$ cat src/rtl/ahb_uart_boot_loader.sv
// UART-fed AHB-Lite write master that loads the code memory and holds the CPU in reset until done.
// Optional BOOT_CHECKSUM_EN: a trailing XOR checksum byte is verified before DONE.
module ahb_uart_boot_loader #(
  parameter int unsigned CLK_HZ    = 50000000,
  parameter int unsigned BAUD      = 115200,
  parameter logic [31:0] BASE_ADDR = 32'h0,
  parameter int unsigned MAX_WORDS = 2048
) (
  input  logic        HCLK,
  input  logic        HRESETn,
  input  logic        uart_rxd,
  input  logic        HREADY,
  output logic [31:0] HADDR,
  output logic [1:0]  HTRANS,
  output logic        HWRITE,
  output logic [2:0]  HSIZE,
  output logic [31:0] HWDATA,
  output logic        cpu_hold,
  output logic        boot_done,
  output logic        boot_err
);
  localparam int unsigned DIV = CLK_HZ / BAUD;
  localparam int CNTW = $clog2(DIV) + 1;
  localparam int IDXW = $clog2(MAX_WORDS) + 1;
  localparam logic [CNTW-1:0] HALF_M1 = CNTW'(DIV / 2 - 1);
  localparam logic [CNTW-1:0] FULL_M1 = CNTW'(DIV - 1);
  localparam logic [15:0] MAXW16 = 16'(MAX_WORDS);

  typedef enum logic [3:0] {
    S_IDLE, S_LEN0, S_LEN1, S_DATA, S_ADDR, S_DPH, S_CHK, S_DONE, S_ERROR
  } state_t;

  state_t r_state, w_next;
  logic [1:0] r_sync;
  logic r_rxPrev, r_rxBusy, r_byteDone, r_frameErr, r_holdValid;
  logic [CNTW-1:0] r_baudCnt;
  logic [3:0] r_bitCnt;
  logic [7:0] r_shift, r_holdByte, r_csum;
  logic [15:0] r_len;
  logic [IDXW-1:0] r_idx;
  logic [1:0] r_byteCnt;
  logic [31:0] r_word, r_hwdata;
  logic w_consume, w_rxErr;
  logic [15:0] w_lenFull;
  logic [IDXW-1:0] w_idxNext;

  // bit counter 0 = start bit (checked at half period), 1..8 = data, 9 = stop
  always_ff @(posedge HCLK or negedge HRESETn) begin
    if (!HRESETn) begin
      r_sync <= 2'b11;
      r_rxPrev <= 1'b1;
      r_rxBusy <= 1'b0;
      r_baudCnt <= '0;
      r_bitCnt <= '0;
      r_shift <= '0;
      r_byteDone <= 1'b0;
      r_frameErr <= 1'b0;
    end else begin
      r_sync <= {r_sync[0], uart_rxd};
      r_rxPrev <= r_sync[1];
      r_byteDone <= 1'b0;
      r_frameErr <= 1'b0;
      if (!r_rxBusy) begin
        if (r_rxPrev && !r_sync[1]) begin
          r_rxBusy <= 1'b1;
          r_baudCnt <= '0;
          r_bitCnt <= '0;
        end
      end else if (r_bitCnt == 4'd0 && r_baudCnt == HALF_M1) begin
        r_baudCnt <= '0;
        if (r_sync[1]) r_rxBusy <= 1'b0;
        else r_bitCnt <= 4'd1;
      end else if (r_bitCnt != 4'd0 && r_baudCnt == FULL_M1) begin
        r_baudCnt <= '0;
        if (r_bitCnt == 4'd9) begin
          r_rxBusy <= 1'b0;
          r_byteDone <= r_sync[1];
          r_frameErr <= !r_sync[1];
        end else begin
          r_shift <= {r_sync[1], r_shift[7:1]};
          r_bitCnt <= r_bitCnt + 4'd1;
        end
      end else begin
        r_baudCnt <= r_baudCnt + 1'b1;
      end
    end
  end

  assign w_consume = r_holdValid && (r_state != S_ADDR) && (r_state != S_DPH);
  assign w_rxErr = r_frameErr || (r_byteDone && r_holdValid && !w_consume);
  assign w_lenFull = {r_holdByte, r_len[7:0]};
  assign w_idxNext = r_idx + 1'b1;

  always_ff @(posedge HCLK or negedge HRESETn) begin
    if (!HRESETn) begin
      r_holdValid <= 1'b0;
      r_holdByte <= '0;
    end else if (r_byteDone) begin
      r_holdValid <= 1'b1;
      r_holdByte <= r_shift;
    end else if (w_consume) begin
      r_holdValid <= 1'b0;
    end
  end

  always_ff @(posedge HCLK or negedge HRESETn) begin
    if (!HRESETn) r_state <= S_IDLE;
    else r_state <= w_next;
  end

  always_comb begin
    w_next = r_state;
    case (r_state)
      S_IDLE:  if (w_consume && r_holdByte == 8'hA5) w_next = S_LEN0;
      S_LEN0:  if (w_consume) w_next = S_LEN1;
      S_LEN1: begin
        if (w_consume) begin
          if (w_lenFull == 16'd0) begin
`ifdef BOOT_CHECKSUM_EN
            w_next = S_CHK;
`else
            w_next = S_DONE;
`endif
          end else if (w_lenFull > MAXW16) w_next = S_ERROR;
          else w_next = S_DATA;
        end
      end
      S_DATA:  if (w_consume && r_byteCnt == 2'd3) w_next = S_ADDR;
      S_ADDR:  if (HREADY) w_next = S_DPH;
      S_DPH: begin
        if (HREADY) begin
          if (16'(w_idxNext) == r_len) begin
`ifdef BOOT_CHECKSUM_EN
            w_next = S_CHK;
`else
            w_next = S_DONE;
`endif
          end else w_next = S_DATA;
        end
      end
`ifdef BOOT_CHECKSUM_EN
      S_CHK:   if (w_consume) w_next = (r_holdByte == r_csum) ? S_DONE : S_ERROR;
`endif
      S_ERROR: if (w_consume && r_holdByte == 8'hA5) w_next = S_LEN0;
      default: ;
    endcase
    // once loaded, receive errors no longer matter
    if (w_rxErr && r_state != S_DONE) w_next = S_ERROR;
  end

  always_ff @(posedge HCLK or negedge HRESETn) begin
    if (!HRESETn) begin
      r_len <= '0;
      r_idx <= '0;
      r_byteCnt <= '0;
      r_word <= '0;
      r_csum <= '0;
      r_hwdata <= '0;
    end else begin
      if (w_consume) begin
        case (r_state)
          S_LEN0: r_len[7:0] <= r_holdByte;
          S_LEN1: begin
            r_len <= w_lenFull;
            r_byteCnt <= '0;
          end
          S_DATA: begin
            r_word <= {r_holdByte, r_word[31:8]};
            r_byteCnt <= r_byteCnt + 2'd1;
            r_csum <= r_csum ^ r_holdByte;
          end
          default: ;
        endcase
      end
      if (r_state == S_ADDR && w_next == S_DPH) r_hwdata <= r_word;
      if (r_state == S_DPH && HREADY) r_idx <= w_idxNext;
      if (w_next == S_LEN0 && r_state != S_LEN0) begin
        r_idx <= '0;
        r_csum <= '0;
      end
    end
  end

  always_comb begin
    HTRANS = 2'b00;
    HWRITE = 1'b0;
    cpu_hold = 1'b1;
    boot_done = 1'b0;
    boot_err = 1'b0;
    case (r_state)
      S_ADDR: begin
        HTRANS = 2'b10;
        HWRITE = 1'b1;
      end
      S_DONE: begin
        cpu_hold = 1'b0;
        boot_done = 1'b1;
      end
      S_ERROR: boot_err = 1'b1;
      default: ;
    endcase
  end

  assign HADDR = BASE_ADDR + 32'({r_idx, 2'b00});
  assign HSIZE = 3'b010;
  assign HWDATA = r_hwdata;
endmodule

$ cat config.mk
export PLATFORM = sky130hd
export DESIGN_NAME = ahb_uart_boot_loader
export DESIGN_NICKNAME = d
export VERILOG_FILES = /design/src/rtl/ahb_uart_boot_loader.sv
export SDC_FILE = /design/constraint.sdc
export NUM_CORES = 1
export LEC_CHECK = 0
export CAP_MARGIN = 0
export CORE_ASPECT_RATIO = 2
export CORE_MARGIN = 2
export CORE_UTILIZATION = 33
export CTS_CLUSTER_DIAMETER = 100
export DETAILED_ROUTE_END_ITERATION = 10
export SLEW_MARGIN = 20
export SYNTH_ARGS = -nofsm -noshare
export SYNTH_HDL_FRONTEND = slang
export SYNTH_SLANG_ARGS = --single-unit
$ cat constraint.sdc
create_clock -name HCLK -period 2.9 [get_ports HCLK]
set_input_delay 0.87 -clock HCLK [delete_from_list [all_inputs] [get_ports HCLK]]
set_output_delay 0.87 -clock HCLK [all_outputs]
set_load 0.01 [all_outputs]
== Word-level counts from Yosys, hierarchy flattened ==
Index checks and enable logic that the tools add are counted.

* Output and inout bits: 73
* Flip-flop bits (word level): 135
* Word-level logic and storage cells: 122
* Input port bits: 4

* $lt $le $gt $ge: 1
* Equality and inequality tests: 22
* Muxes and demuxes: 45
* Reduce and logical (&&, ||, !) cells: 31
* Bitwise gates (word level): 2
* Add/sub/neg operators: 4

{| class="wikitable"
|+ Operators by type and width
! kind !! number
|-
| $mux 4 || 15
|-
| $mux 10 || 4
|-
| $mux 12 || 2
|-
| $pmux 4 s6 || 1
|-
| $mux 1 || 20
|-
| $eq 12x16->1 || 1
|-
| $eq 4x3->1 const B || 4
|-
| $gt 16x12->1 const B || 1
|-
| $logic_not 16->1 || 1
|-
| $logic_and 1x1->1 || 13
|-
| $add 12x1->12 const B || 1
|-
| $ne 4x3->1 const B || 3
|-
| $add 10x1->10 const B || 1
|-
| $eq 10x8->1 const B || 1
|-
| $eq 10x9->1 const B || 1
|-
| $eq 4x1->1 const B || 2
|-
| $eq 4x2->1 const B || 2
|-
| $eq 4x4->1 const B || 2
|-
| $eq 8x8->1 const B || 1
|-
| $logic_not 4->1 || 2
|-
| $reduce_and 2->1 || 4
|-
| $reduce_and 4->1 || 2
|-
| $reduce_bool 2->1 || 4
|-
| $ne 3x3->1 const B || 2
|-
| other kinds (13) || 15
|}

== Longest topological paths before layout ==
Gate-level depths: netlist of run 1.

* Depth after elaboration: 11
* Gate-level depth with buffers: 9
* Mapped depth without buffers: 8

== Least setup slack after synthesis of run 1 ==
OpenSTA, ideal clock, no wires.

* Path type: input-to-reg
* From: input HREADY
* To: register r_hwdata[10], in the netlist HWDATA[10]
* Setup slack: 661 ps
* Buffers on the path: 1
* Setup time: 127 ps
* Arrival time: 2112 ps
* Cell stages on the path: 6
* Required time: 2773 ps
* Cells stage by stage: a22oi_1 > o31ai_1 > nor3b_2 > nand3b_2 > buf_6 > mux2_1

* Cells in the longest elaborated chain, start to end: 5
* Elaborated cells between the ends (all ways): 6
* Classes of those cells: eq/ne (1); mux (4); reduce/logical (1)

{| class="wikitable"
|+ Ends and longest elaborated chain
! item !! RTL line !! text
|-
| start: declaration || 12 || <nowiki>input logic HREADY,</nowiki>
|-
| $mux 4, on equally long branches || 131, 129 ||
|-
| $pmux 4 s6 (*) || 113 || <nowiki>case (r_state)</nowiki>
|-
| $mux 4 (*) || 148 || <nowiki>if (w_rxErr && r_state != S_DONE) w_next = S_ERROR;</nowiki>
|-
| $eq 4x3->1 (*) || 175 || <nowiki>if (r_state == S_ADDR && w_next == S_DPH) r_hwdata <= r_word;</nowiki>
|-
| $logic_and 1x1->1 (*) || 175 ||
|-
| end signal: assignment || 175 ||
|-
| end: declaration || 42 || <nowiki>logic [31:0] r_word, r_hwdata;</nowiki>
|}

Mark *: on every way between the ends. The rest lies on a longest branch, timed or not.
A chain may end at the register's enable or synchronous reset.

== Worst setup path after layout of run 1 ==
* From: register r_state[1]
* To: output boot_err

* Cells in the longest elaborated chain, start to end: 2

{| class="wikitable"
|+ Ends and longest elaborated chain
! item !! RTL line !! text
|-
| start: declaration || 33 || <nowiki>state_t r_state, w_next;</nowiki>
|-
| start signal: assignment || 108 || <nowiki>else r_state <= w_next;</nowiki>
|-
| $eq 4x4->1 || 190 || <nowiki>case (r_state)</nowiki>
|-
| $mux 1 || 190 ||
|-
| end: declaration || 20 || <nowiki>output logic boot_err</nowiki>
|}

Every way passes these cells.

==> results.tsv, run 1 <==
stage	metric	value	unit
logic_synthesis	synthCells	548	
sta	final_max_slew_viol_count	0	
routing	detail_route.vias_per_cell	4.91	
sta	slew_headroom	0.486	
finish	layout-area-overhead-vs-synth	20.5	%
global_route	grt_max_degree	59	
clock_tree	clockRootBuffer	clkbuf_16	
flow_run	drv_cap	0	
logic_synthesis	yosysSeqAreaShare	0.523	
hold_path	hold_path_class	flip-flop to flip-flop	
hold_path	min_to	r_sync[1]$_DFF_PN1_	
finish	fin_nets	619	
clock_tree	cts_buffers	17	
worst_setup_path	r2r-end	r_idx[3]$_DFFE_PN0P_	
logic_synthesis	synthArstFlopShare	1.00	
logic_synthesis	ys.flop_type	dfrtp_1	
sta	fin_crit_sh	0.969	
placement	io_buffers	52	
global_route	grt_pass1_wl	23.0	mm
global_route	antenna_found_initial	0	
global_route	grt_use_met2	0.253	
finish	layout-drive-gt1-share	0.200	
clock_tree	clk_pin_slew_worst_paths	0.06	ns
floorplanning	rows	72	
placement	dp_hpwl	9.87	mm
routing	wirelength	13.6	mm
logic_synthesis	syn_area	6470	um2
logic_synthesis	synth.largest_area_cell	dfrtp_1	
sta	min_period	2.81	ns
routing	drt_iter0_markers	131	
finish	fin_area	7790	um2
outcome	status	completed	
floorplanning	core-area	19300	um2
routing	ant_nets	0	
worst_setup_path	path_class	flip-flop to output port	
worst_setup_path	r2r_start	r_state[0]$_DFF_PN0_	
placement	dpl_cell_area	7210	um2
clock_tree	post_cts_buffers	0	
global_route	grt_use_met1	0.148	
global_route	grtUsageTotal	0.141	
floorplanning	fp.dieH	202	um
clock_tree	clock_path_buffers	2	
worst_setup_path	startpoint_type	flip-flop	
global_route	top_usage_layer	met2	
logic_synthesis	yosysMostFrequentCell	dfrtp_1	
hold_path	hold_depth	0	
power	p_leak	3.75	nW
worst_setup_path	reg2reg_depth	8	
clock_tree	h-tree-depth	4	
clock_tree	cts_tree	done	
routing	drtPass1Iterations	6	
sta	max_freq	0.356	GHz
global_route	use_met3	0.0322	
global_route	grt_overflow	0	
clock_tree	worst_skew_pair.late_latency	0.42	ns
sta	rsz0062_at_grt	false	
floorplanning	die_area	20800	um2
floorplanning	fp.dieW	103	um
routing	vias	4314	
global_route	grt_pass1_vias	4638	
placement	place.gp.congestion	0.862	
routing	post_drt_wl_per_cell	15.5	um
logic_synthesis	postSynthAreaPerCell	11.8	um2
logic_synthesis	synth_warnings	0	
finish	diodes	0	
worst_setup_path	required	2.03	ns
power	p_per_area	550	nW/um2
worst_setup_path	end_kind	output port	
worst_setup_path	r2r_slack	0.51	ns
worst_setup_path	cp.arrival	1.94	ns
logic_synthesis	netlist_top_cells_count	132 x dfrtp_1, 55 x mux2_2, 37 x mux2_1	
floorplanning	ios	77	
worst_setup_path	crit_path_max_fanout	14	
sta	setup_viol	0	
floorplanning	start_util	0.335	
logic_synthesis	yosys-top-cells-area	dfrtp_1 51%, mux2_2 9.6%, mux2_1 6.4%	
logic_synthesis	synth_cell_types	67	
sta	setup_tns	0	ns
routing	post-route-drc-count	0	
clock_tree	cts.sinks	135	
logic_synthesis	synth_top_area_share	0.511	
hold_path	worstHoldStart	r_sync[0]$_DFF_PN1_	
logic_synthesis	synth-edff-count	0	
logic_synthesis	synth_seq_cells	135	
power	ir_drop	0.000248	V
sta	hold_viol_final	0	
worst_setup_path	crit_path_start	r_state[1]$_DFF_PN0_	
sta	worstMarginPinSlew	0.771	ns
sta	clock-skew-final	0.0121	ns
-- state kept, by name (all words and copies together) (netlist names) --
register     flops
r_bitCnt         4
r_shift          8
r_word          32
r_holdByte       8
r_baudCnt       10
r_idx           12
r_holdValid      1
HWDATA          32
r_rxBusy         1
r_state          4
r_sync           2
r_len           16
r_byteDone       1
r_rxPrev         1
r_frameErr       1
r_byteCnt        2
-- power by group --
part | switching [mW] | internal (mW)
sequential | 0.0718 | 1.94
combinational | 0.138 | 0.0843
clock | 0.840 | 1.21
total | 1.05 | 3.23
-- worst max-delay path by stage --
stage / to / slack [ns]
after floorplan: HWDATA[10]$_DFFE_PN0P_ / 0.66
after global placement: HWDATA[21]$_DFFE_PN0P_ / 0.05
after detailed placement: HWDATA[4]$_DFFE_PN0P_ / 0.05
after CTS: boot_err / 0.005
after global routing: HTRANS[1] / 0.03
final: boot_err / 0.09
-- logic make-up (layout without fill, tap and decap cells) --
kind of cell | Yosys count | count (layout) | share of synthesized area
other cells | 2 | 24 | 0.00116
compound gates | 71 | 71 | 0.0716
buf+inv | 59 | 109 | 0.0550
simple gates | 149 | 149 | 0.130
flops | 135 | 135 | 0.523
fa+ha+maj | 8 | 8 | 0.0155
mux | 93 | 93 | 0.162
xor+xnor | 31 | 31 | 0.0420
-- layout make-up --
cell class / instances / area (um2)
fill: 1866 / 11500
sequential: 135 / 3380
multi-input combinational: 376 / 2820
timing repair buffer: 66 / 652
clock buffer: 19 / 443
tap: 259 / 324
clock inverter: 13 / 121
inverter: 11 / 41.3
-- placed cells by master, fill, tap and decap left out, types with 15 or more instances in the layout --
master	count
mux2_2	55
conb_1	24
mux2_1	37
nand3_1	16
xnor2_1	15
nor2_1	33
clkbuf_16	17
o21ai_0	24
clkdlybuf4s50_1	51
dfrtp_1	130
xor2_1	16
nand2_1	32
-- worst max-delay path: stages (launching register included) --
cell and delay [ns]:
dfrtp_2 0.51, nor3_4 0.30, and2_1 0.17, clkdlybuf4s50_1 0.53
-- what timing repair did --
item                                    4_1_cts  5_1_grt
endpoints found under the setup margin        2        1
gates resized for setup                       3        1
hold buffers                                  0        0
-- layer usage --
| layer | vias to the layer above | wire length (um) |
|---|---|---|
| met3 | 32 | 360 |
| li1 | 1998 | - |
| met4 | 0 | 508 |
| met2 | 91 | 7550 |
| met5 | - | 0 |
| met1 | 2193 | 5200 |
-- per-stage QoR --
| stage | hold slack, ns | setup WS [ns] | cells | utilization | power [mW] |
|---|---|---|---|---|---|
| 3_3_place_gp | 0.349 | 0.0473 | 847 | 0.374 | 2.24 |
| 3_5_place_dp | 0.351 | 0.0516 | 847 | 0.374 | 2.27 |
| 4_1_cts | 0.361 | 0.00459 | 879 | 0.404 | 4.33 |
| 2_1_floorplan | 0.345 | 0.661 | 570 | - | 2.19 |
| 5_1_grt | 0.367 | 0.0347 | 879 | 0.404 | 4.47 |
| 6_report | 0.359 | 0.0906 | 879 | 0.404 | 4.28 |
Note: power is estimated with default switching activity, not from simulation.
==> run 2: changes to the inputs <==
Settings changed: CAP_MARGIN 0 to 25, CTS_BUF_LIST from default to sky130_fd_sc_hd__clkbuf_16.
==> run 2 against run 1 <==
Effect of this change:
- clock power fell by 2%
- cell area fell by 0.13%
- clock-buffer cell count fell by 2
- critical path type unchanged
==> results.tsv, run 2 (same netlist as run 1, synthesis figures left out) <==
stage	metric	value	unit	change
finish	fin_nets	619		unchanged
sta	clock-skew-final	0.0120	ns	was 0.0121 ns
finish	layout-drive-gt1-share	0.198		was 0.200
placement	io_buffers	52		unchanged
clock_tree	clk_pin_slew_worst_paths	0.06	ns	about the same
power	ir_drop	0.000245	V	was 0.000248 V
routing	post-route-drc-count	0		unchanged
flow_run	drv_cap	0		unchanged
finish	fin_util	0.403		was 0.404
finish	layout_commonest_cell	dfrtp_1		unchanged
finish	fin_area	7780	um2	was 7790 um2
finish	multi_input_area	2820	um2	unchanged
power	p_leak	3.75	nW	about the same
power	switchingPower	1.04	mW	was 1.05 mW
clock_tree	clock_path_buffers	2		unchanged
clock_tree	post_cts_buffers	0		unchanged
floorplanning	fp.dieH	202	um	unchanged
clock_tree	worst_skew_pair.late_latency	0.42	ns	about the same
placement	place.gp.congestion	0.862		unchanged
routing	ant_nets	0		unchanged
power	p_int	3.20	mW	was 3.23 mW
global_route	grt_overflow	0		unchanged
finish	fill_cells	1866		unchanged
routing	vias	4302		was 4314
clock_tree	cts_tree	done		unchanged
global_route	grt_pass1_vias	4633		was 4638
clock_tree	h-tree-depth	4		unchanged
worst_setup_path	cp.arrival	1.93	ns	was 1.94 ns
clock_tree	cts_buffers	17		unchanged
floorplanning	rows	72		unchanged
sta	slew_headroom	0.488		was 0.486
sta	hold_viol_final	0		unchanged
worst_setup_path	required	2.03	ns	about the same
routing	drtPass1Iterations	4		was 6
global_route	antenna_found_initial	0		unchanged
power	clkPwrFrac	0.474		was 0.478
worst_setup_path	path_cells	nor3_4 -> and2_1 -> clkdlybuf4s50_1		unchanged
sta	worst_slack	0.0976	ns	was 0.0906 ns
sta	max_freq	0.357	GHz	was 0.356 GHz
sta	setup_viol	0		unchanged
finish	diodes	0		unchanged
sta	rsz0062_at_grt	false		unchanged
clock_tree	clockRootBuffer	clkbuf_16		unchanged
floorplanning	fp.dieW	103	um	unchanged
global_route	grtUsageTotal	0.141		about the same
sta	fin_hold_ws	0.359	ns	about the same
placement	dpl_cell_area	7210	um2	unchanged
worst_setup_path	end_kind	output port		unchanged
floorplanning	core-area	19300	um2	unchanged
placement	placedCellCount	847		unchanged
worst_setup_path	r2r_slack	0.51	ns	about the same
power	total_power	4.25	mW	was 4.28 mW
sta	worstMarginPinSlew	0.768	ns	was 0.771 ns
floorplanning	die_area	20800	um2	unchanged
finish	layout-area-overhead-vs-synth	20.3	%	was 20.5%
finish	regArea	3380	um2	unchanged
finish	layout_common_cells	130 x dfrtp_1, 55 x mux2_2, 51 x clkdlybuf4s50_1, 37 x mux2_1, 33 x nor2_1		unchanged
clock_tree	cts.sinks	135		unchanged
worst_setup_path	critPathSlowestCell	clkdlybuf4s50_1		unchanged
worst_setup_path	path_class	flip-flop to output port		unchanged
global_route	grt_pass1_wl	23.1	mm	was 23.0 mm
outcome	status	completed		unchanged
worst_setup_path	crit_path_max_fanout	14		unchanged
finish	final-instance-count-excl-fill	879		unchanged
power	p_seq_frac	0.474		was 0.470
routing	wirelength	13.6	mm	about the same
placement	preCtsSetupSlack	0.0516	ns	unchanged
clock_tree	cts_hold_buf	0		unchanged
worst_setup_path	cpPeakStageDelay	0.53	ns	about the same
routing	drt_iter0_markers	152		was 131
power	p_per_area	546	nW/um2	was 550 nW/um2
sta	fin_crit_sh	0.966		was 0.969
power	swShare	0.246		was 0.245
global_route	grt_max_degree	59		unchanged
sta	min_period	2.80	ns	was 2.81 ns
sta	final_max_slew_viol_count	0		unchanged
floorplanning	ios	77		unchanged
power	p_comb_frac	0.052		about the same
routing	detail_route.vias_per_cell	4.89		was 4.91
sta	setup_tns	0	ns	unchanged
worst_setup_path	startpoint_type	flip-flop		unchanged
placement	dp_hpwl	9.87	mm	unchanged
routing	post_drt_wl_per_cell	15.5	um	about the same
floorplanning	start_util	0.335		unchanged
hold_path	hold_path_class	flip-flop to flip-flop		unchanged
run 2: changes by cell type in the layout (fill, tap and decap cells not counted), sizes merged:
| cell | before | now |
|---|---|---|
| clkbuf | 19 | 17 |
| clkinv | 5 | 6 |
| inv | 14 | 15 |
run 2: cell type report:
| class | instances | share of cell area |
|---|---|---|
| sequential | 135 | 0.435 |
| multi-input combinational | 376 | 0.363 |
| timing repair buffer | 66 | 0.0838 |
| clock buffer | 17 | 0.0547 |
| tap | 259 | 0.0417 |
| clock inverter | 15 | 0.0166 |
| inverter | 11 | 0.00531 |
run 2: worst paths after layout:
| check | start | to | cells after the start |
|---|---|---|---|
| max | r_state[1]$_DFF_PN0_ | boot_err | 3 |
| min | r_sync[0]$_DFF_PN1_ | r_sync[1]$_DFF_PN1_ | 0 |
| max reg2reg | r_state[0]$_DFF_PN0_ | r_idx[10]$_DFFE_PN0P_ | 8 |
| min reg2reg | r_sync[0]$_DFF_PN1_ | r_sync[1]$_DFF_PN1_ | 0 |
| max in group asynchronous | HRESETn | HWDATA[0]$_DFFE_PN0P_ | 2 |
| min in group asynchronous | HRESETn | r_idx[3]$_DFFE_PN0P_ | 1 |
run 2: critical path: cells and delay by family, from the launching register on:
family	cells	cell delay (ns)
and+or+nand+nor	2	0.47
DFF	1	0.51
buffers and inverters	1	0.53
run 2: power groups by stage:
stage	clock (mW)	sequential (mW)	combinational, mW
2_1_floorplan	0	2.02	0.165
3_3_place_gp	0	2.04	0.208
3_5_place_dp	0	2.04	0.228
4_1_cts	2.06	2.01	0.227
5_1_grt	2.15	2.02	0.267
6_report	2.01	2.01	0.221
run 2: timing repair:
action,4_1_cts,5_1_grt
hold endpoints to repair,0,0
gates resized for setup,3,1
pin swaps,0,0
setup endpoints to repair,2,1
run 2: per-layer routing:
layer,part of all wire,GRT usage,vias up
met5,0,0,-
met4,0.040,0.0775,0
met3,0.029,0.0311,38
met2,0.55,0.251,94
met1,0.38,0.149,2173
li1,-,-,1997
==> run 3: changes to the inputs <==
Settings changed: CORE_MARGIN 2 to default.
==> run 3 against run 2 <==
Effect of this change:
- utilization is 0.14 points higher
- non-clock buffer count is 2 higher
- worst setup slack better by 0.014 ns
- worst hold slack better by 0.0049 ns
- clock power is 5% higher
- fmax is 0.50% higher
- combinational power hardly changed
- critical endpoint is now HWRITE
- highest routed layer unchanged
==> results.tsv, run 3 (same netlist as run 1, synthesis figures left out) <==
stage	metric	value	unit	change
clock_tree	post_cts_buffers	0		unchanged
worst_setup_path	reg2reg_depth	7		was 8
worst_setup_path	critPathSlowestCell	clkdlybuf4s50_1		unchanged
flow_run	drv_cap	0		unchanged
sta	fin_hold_ws	0.364	ns	was 0.359 ns
finish	diodes	0		unchanged
routing	drtPass1Iterations	4		unchanged
global_route	grt_overflow	0		unchanged
finish	layout-area-overhead-vs-synth	20.7	%	was 20.3%
global_route	grtUsageTotal	0.148		was 0.141
worst_setup_path	required	2.03	ns	about the same
floorplanning	fp.dieW	101	um	was 103 um
global_route	grt_max_degree	59		unchanged
sta	min_period	2.79	ns	was 2.80 ns
clock_tree	cts_tree	done		unchanged
sta	final_max_slew_viol_count	0		unchanged
worst_setup_path	r2r_start	r_holdValid$_DFFE_PN0P_		was r_state[0]$_DFF_PN0_
clock_tree	cts.sinks	135		unchanged
floorplanning	core-area	19300	um2	unchanged
clock_tree	h-tree-depth	4		unchanged
hold_path	worstHoldStart	r_sync[0]$_DFF_PN1_		unchanged
floorplanning	die_area	20200	um2	was 20800 um2
placement	dp_hpwl	9.84	mm	was 9.87 mm
routing	drt_iter0_markers	155		was 152
floorplanning	rows	72		unchanged
routing	post_drt_wl_per_cell	15.4	um	was 15.5 um
sta	rsz0062_at_grt	false		unchanged
clock_tree	clock_path_buffers	2		unchanged
worst_setup_path	critPathBufInv	2		was 1
clock_tree	clockRootBuffer	clkbuf_16		unchanged
finish	layout_commonest_cell	dfrtp_1		unchanged
sta	worstMarginPinSlew	0.786	ns	was 0.768 ns
worst_setup_path	cpPeakStageDelay	0.53	ns	about the same
floorplanning	ios	77		unchanged
floorplanning	start_util	0.335		unchanged
placement	placedCellCount	849		was 847
clock_tree	worst_skew_pair.late_latency	0.42	ns	about the same
sta	setup_viol	0		unchanged
worst_setup_path	crit_path_max_fanout	6		was 14
worst_setup_path	cp.arrival	1.92	ns	was 1.93 ns
worst_setup_path	path_cells	nor2b_4 -> nor3b_1 -> buf_4 -> clkdlybuf4s50_1		was nor3_4 -> and2_1 -> clkdlybuf4s50_1
worst_setup_path	crit_family	buffers and inverters		unchanged
clock_tree	cts_hold_buf	0		unchanged
power	p_per_area	557	nW/um2	was 546 nW/um2
floorplanning	fp.dieH	200	um	was 202 um
finish	final-instance-count-excl-fill	880		was 879
routing	detail_route.vias_per_cell	4.89		about the same
worst_setup_path	r2r_slack	0.47	ns	was 0.51 ns
placement	place.gp.congestion	0.859		was 0.862
routing	ant_nets	0		unchanged
sta	fin_crit_sh	0.962		was 0.966
worst_setup_path	startpoint_type	flip-flop		unchanged
clock_tree	cts_buffers	17		unchanged
outcome	status	completed		unchanged
sta	hold_viol_final	0		unchanged
power	p_leak	3.76	nW	was 3.75 nW
hold_path	min_to	r_sync[1]$_DFF_PN1_		unchanged
placement	io_buffers	52		unchanged
sta	setup_tns	0	ns	unchanged
finish	fin_nets	621		was 619
global_route	grt_pass1_vias	4559		was 4633
clock_tree	clk_pin_slew_worst_paths	0.06	ns	about the same
routing	wirelength	13.6	mm	about the same
routing	post-route-drc-count	0		unchanged
global_route	grt_pass1_wl	22.8	mm	was 23.1 mm
hold_path	hold_path_class	flip-flop to flip-flop		unchanged
sta	clock-skew-final	0.0110	ns	was 0.0120 ns
sta	max_freq	0.359	GHz	was 0.357 GHz
routing	vias	4307		was 4302
worst_setup_path	path_class	flip-flop to output port		unchanged
hold_path	hold_depth	0		unchanged
worst_setup_path	end_kind	output port		unchanged
worst_setup_path	r2r-end	HWDATA[23]$_DFFE_PN0P_		was r_idx[10]$_DFFE_PN0P_
global_route	antenna_found_initial	0		unchanged
sta	slew_headroom	0.476		was 0.488
finish	layout-drive-gt1-share	0.201		was 0.198
power	ir_drop	0.000358	V	was 0.000245 V
finish	layout_common_cells	130 x dfrtp_1, 55 x mux2_2, 51 x clkdlybuf4s50_1, 37 x mux2_1, 33 x nor2_1		unchanged
run 3: final cells by class:
| cell class | instances | area, um2 |
|---|---|---|
| clock buffer | 17 | 425 |
| clock inverter | 14 | 148 |
| fill | 1866 | 11500 |
| inverter | 11 | 41.3 |
| multi-input combinational | 376 | 2820 |
| sequential | 135 | 3380 |
| tap | 259 | 324 |
| timing repair buffer | 68 | 667 |
run 3: what timing repair did:
item,in CTS,in global routing
gates resized for setup,1,2
endpoints found under the setup margin,2,3
cloned,0,0
endpoints found under the hold margin,0,0
pin swaps,0,0
run 3: worst register-to-register path: cells and delay by family, from the launching register on:
kind	cells	cell delay, ns
simple gates	3	0.72
flops	1	0.56
compound gates	2	0.45
mux	1	0.38
buf+inv	1	0.21
run 3: power by group:
group	internal, mW	switching [mW]
combinational	0.0864	0.137
sequential	1.94	0.0677
clock	1.27	0.847
total	3.30	1.05
run 3: through the flow:
| stage | setup slack (ns) | utilization | instance area (um2) | total power [mW] |
|---|---|---|---|---|
| final | 0.111 | 0.405 | 7810 | 4.35 |
| after global routing | 0.0115 | 0.405 | 7810 | 4.51 |
| after CTS | 0.0366 | 0.405 | 7800 | 4.40 |
| after detailed placement | 0.0328 | 0.375 | 7230 | 2.27 |
| after global placement | 0.0540 | 0.375 | 7230 | 2.25 |
| after floorplan | 0.661 | - | 6550 | 2.19 |
run 3: per-layer routing:
metal	track usage	share of wire	vias to the layer above
met5	0	0	-
met4	0.0778	0.031	0
met3	0.0317	0.029	29
met2	0.277	0.56	99
met1	0.150	0.38	2168
li1	-	-	2011
run 3: worst max-delay path by stage:
| stage | startpoint | end | slack [ns] | cells after the start |
|---|---|---|---|---|
| global placement | HREADY | HWDATA[22]$_DFFE_PN0P_ | 0.05 | 7 |
| global route | r_state[3]$_DFF_PN0_ | HWRITE | 0.01 | 4 |
| detailed placement | HREADY | HWDATA[28]$_DFFE_PN0P_ | 0.03 | 7 |
| finish | r_state[2]$_DFF_PN0_ | HWRITE | 0.11 | 4 |
| CTS | r_state[0]$_DFF_PN0_ | boot_err | 0.04 | 3 |
| floorplan | HREADY | HWDATA[10]$_DFFE_PN0P_ | 0.66 | 6 |
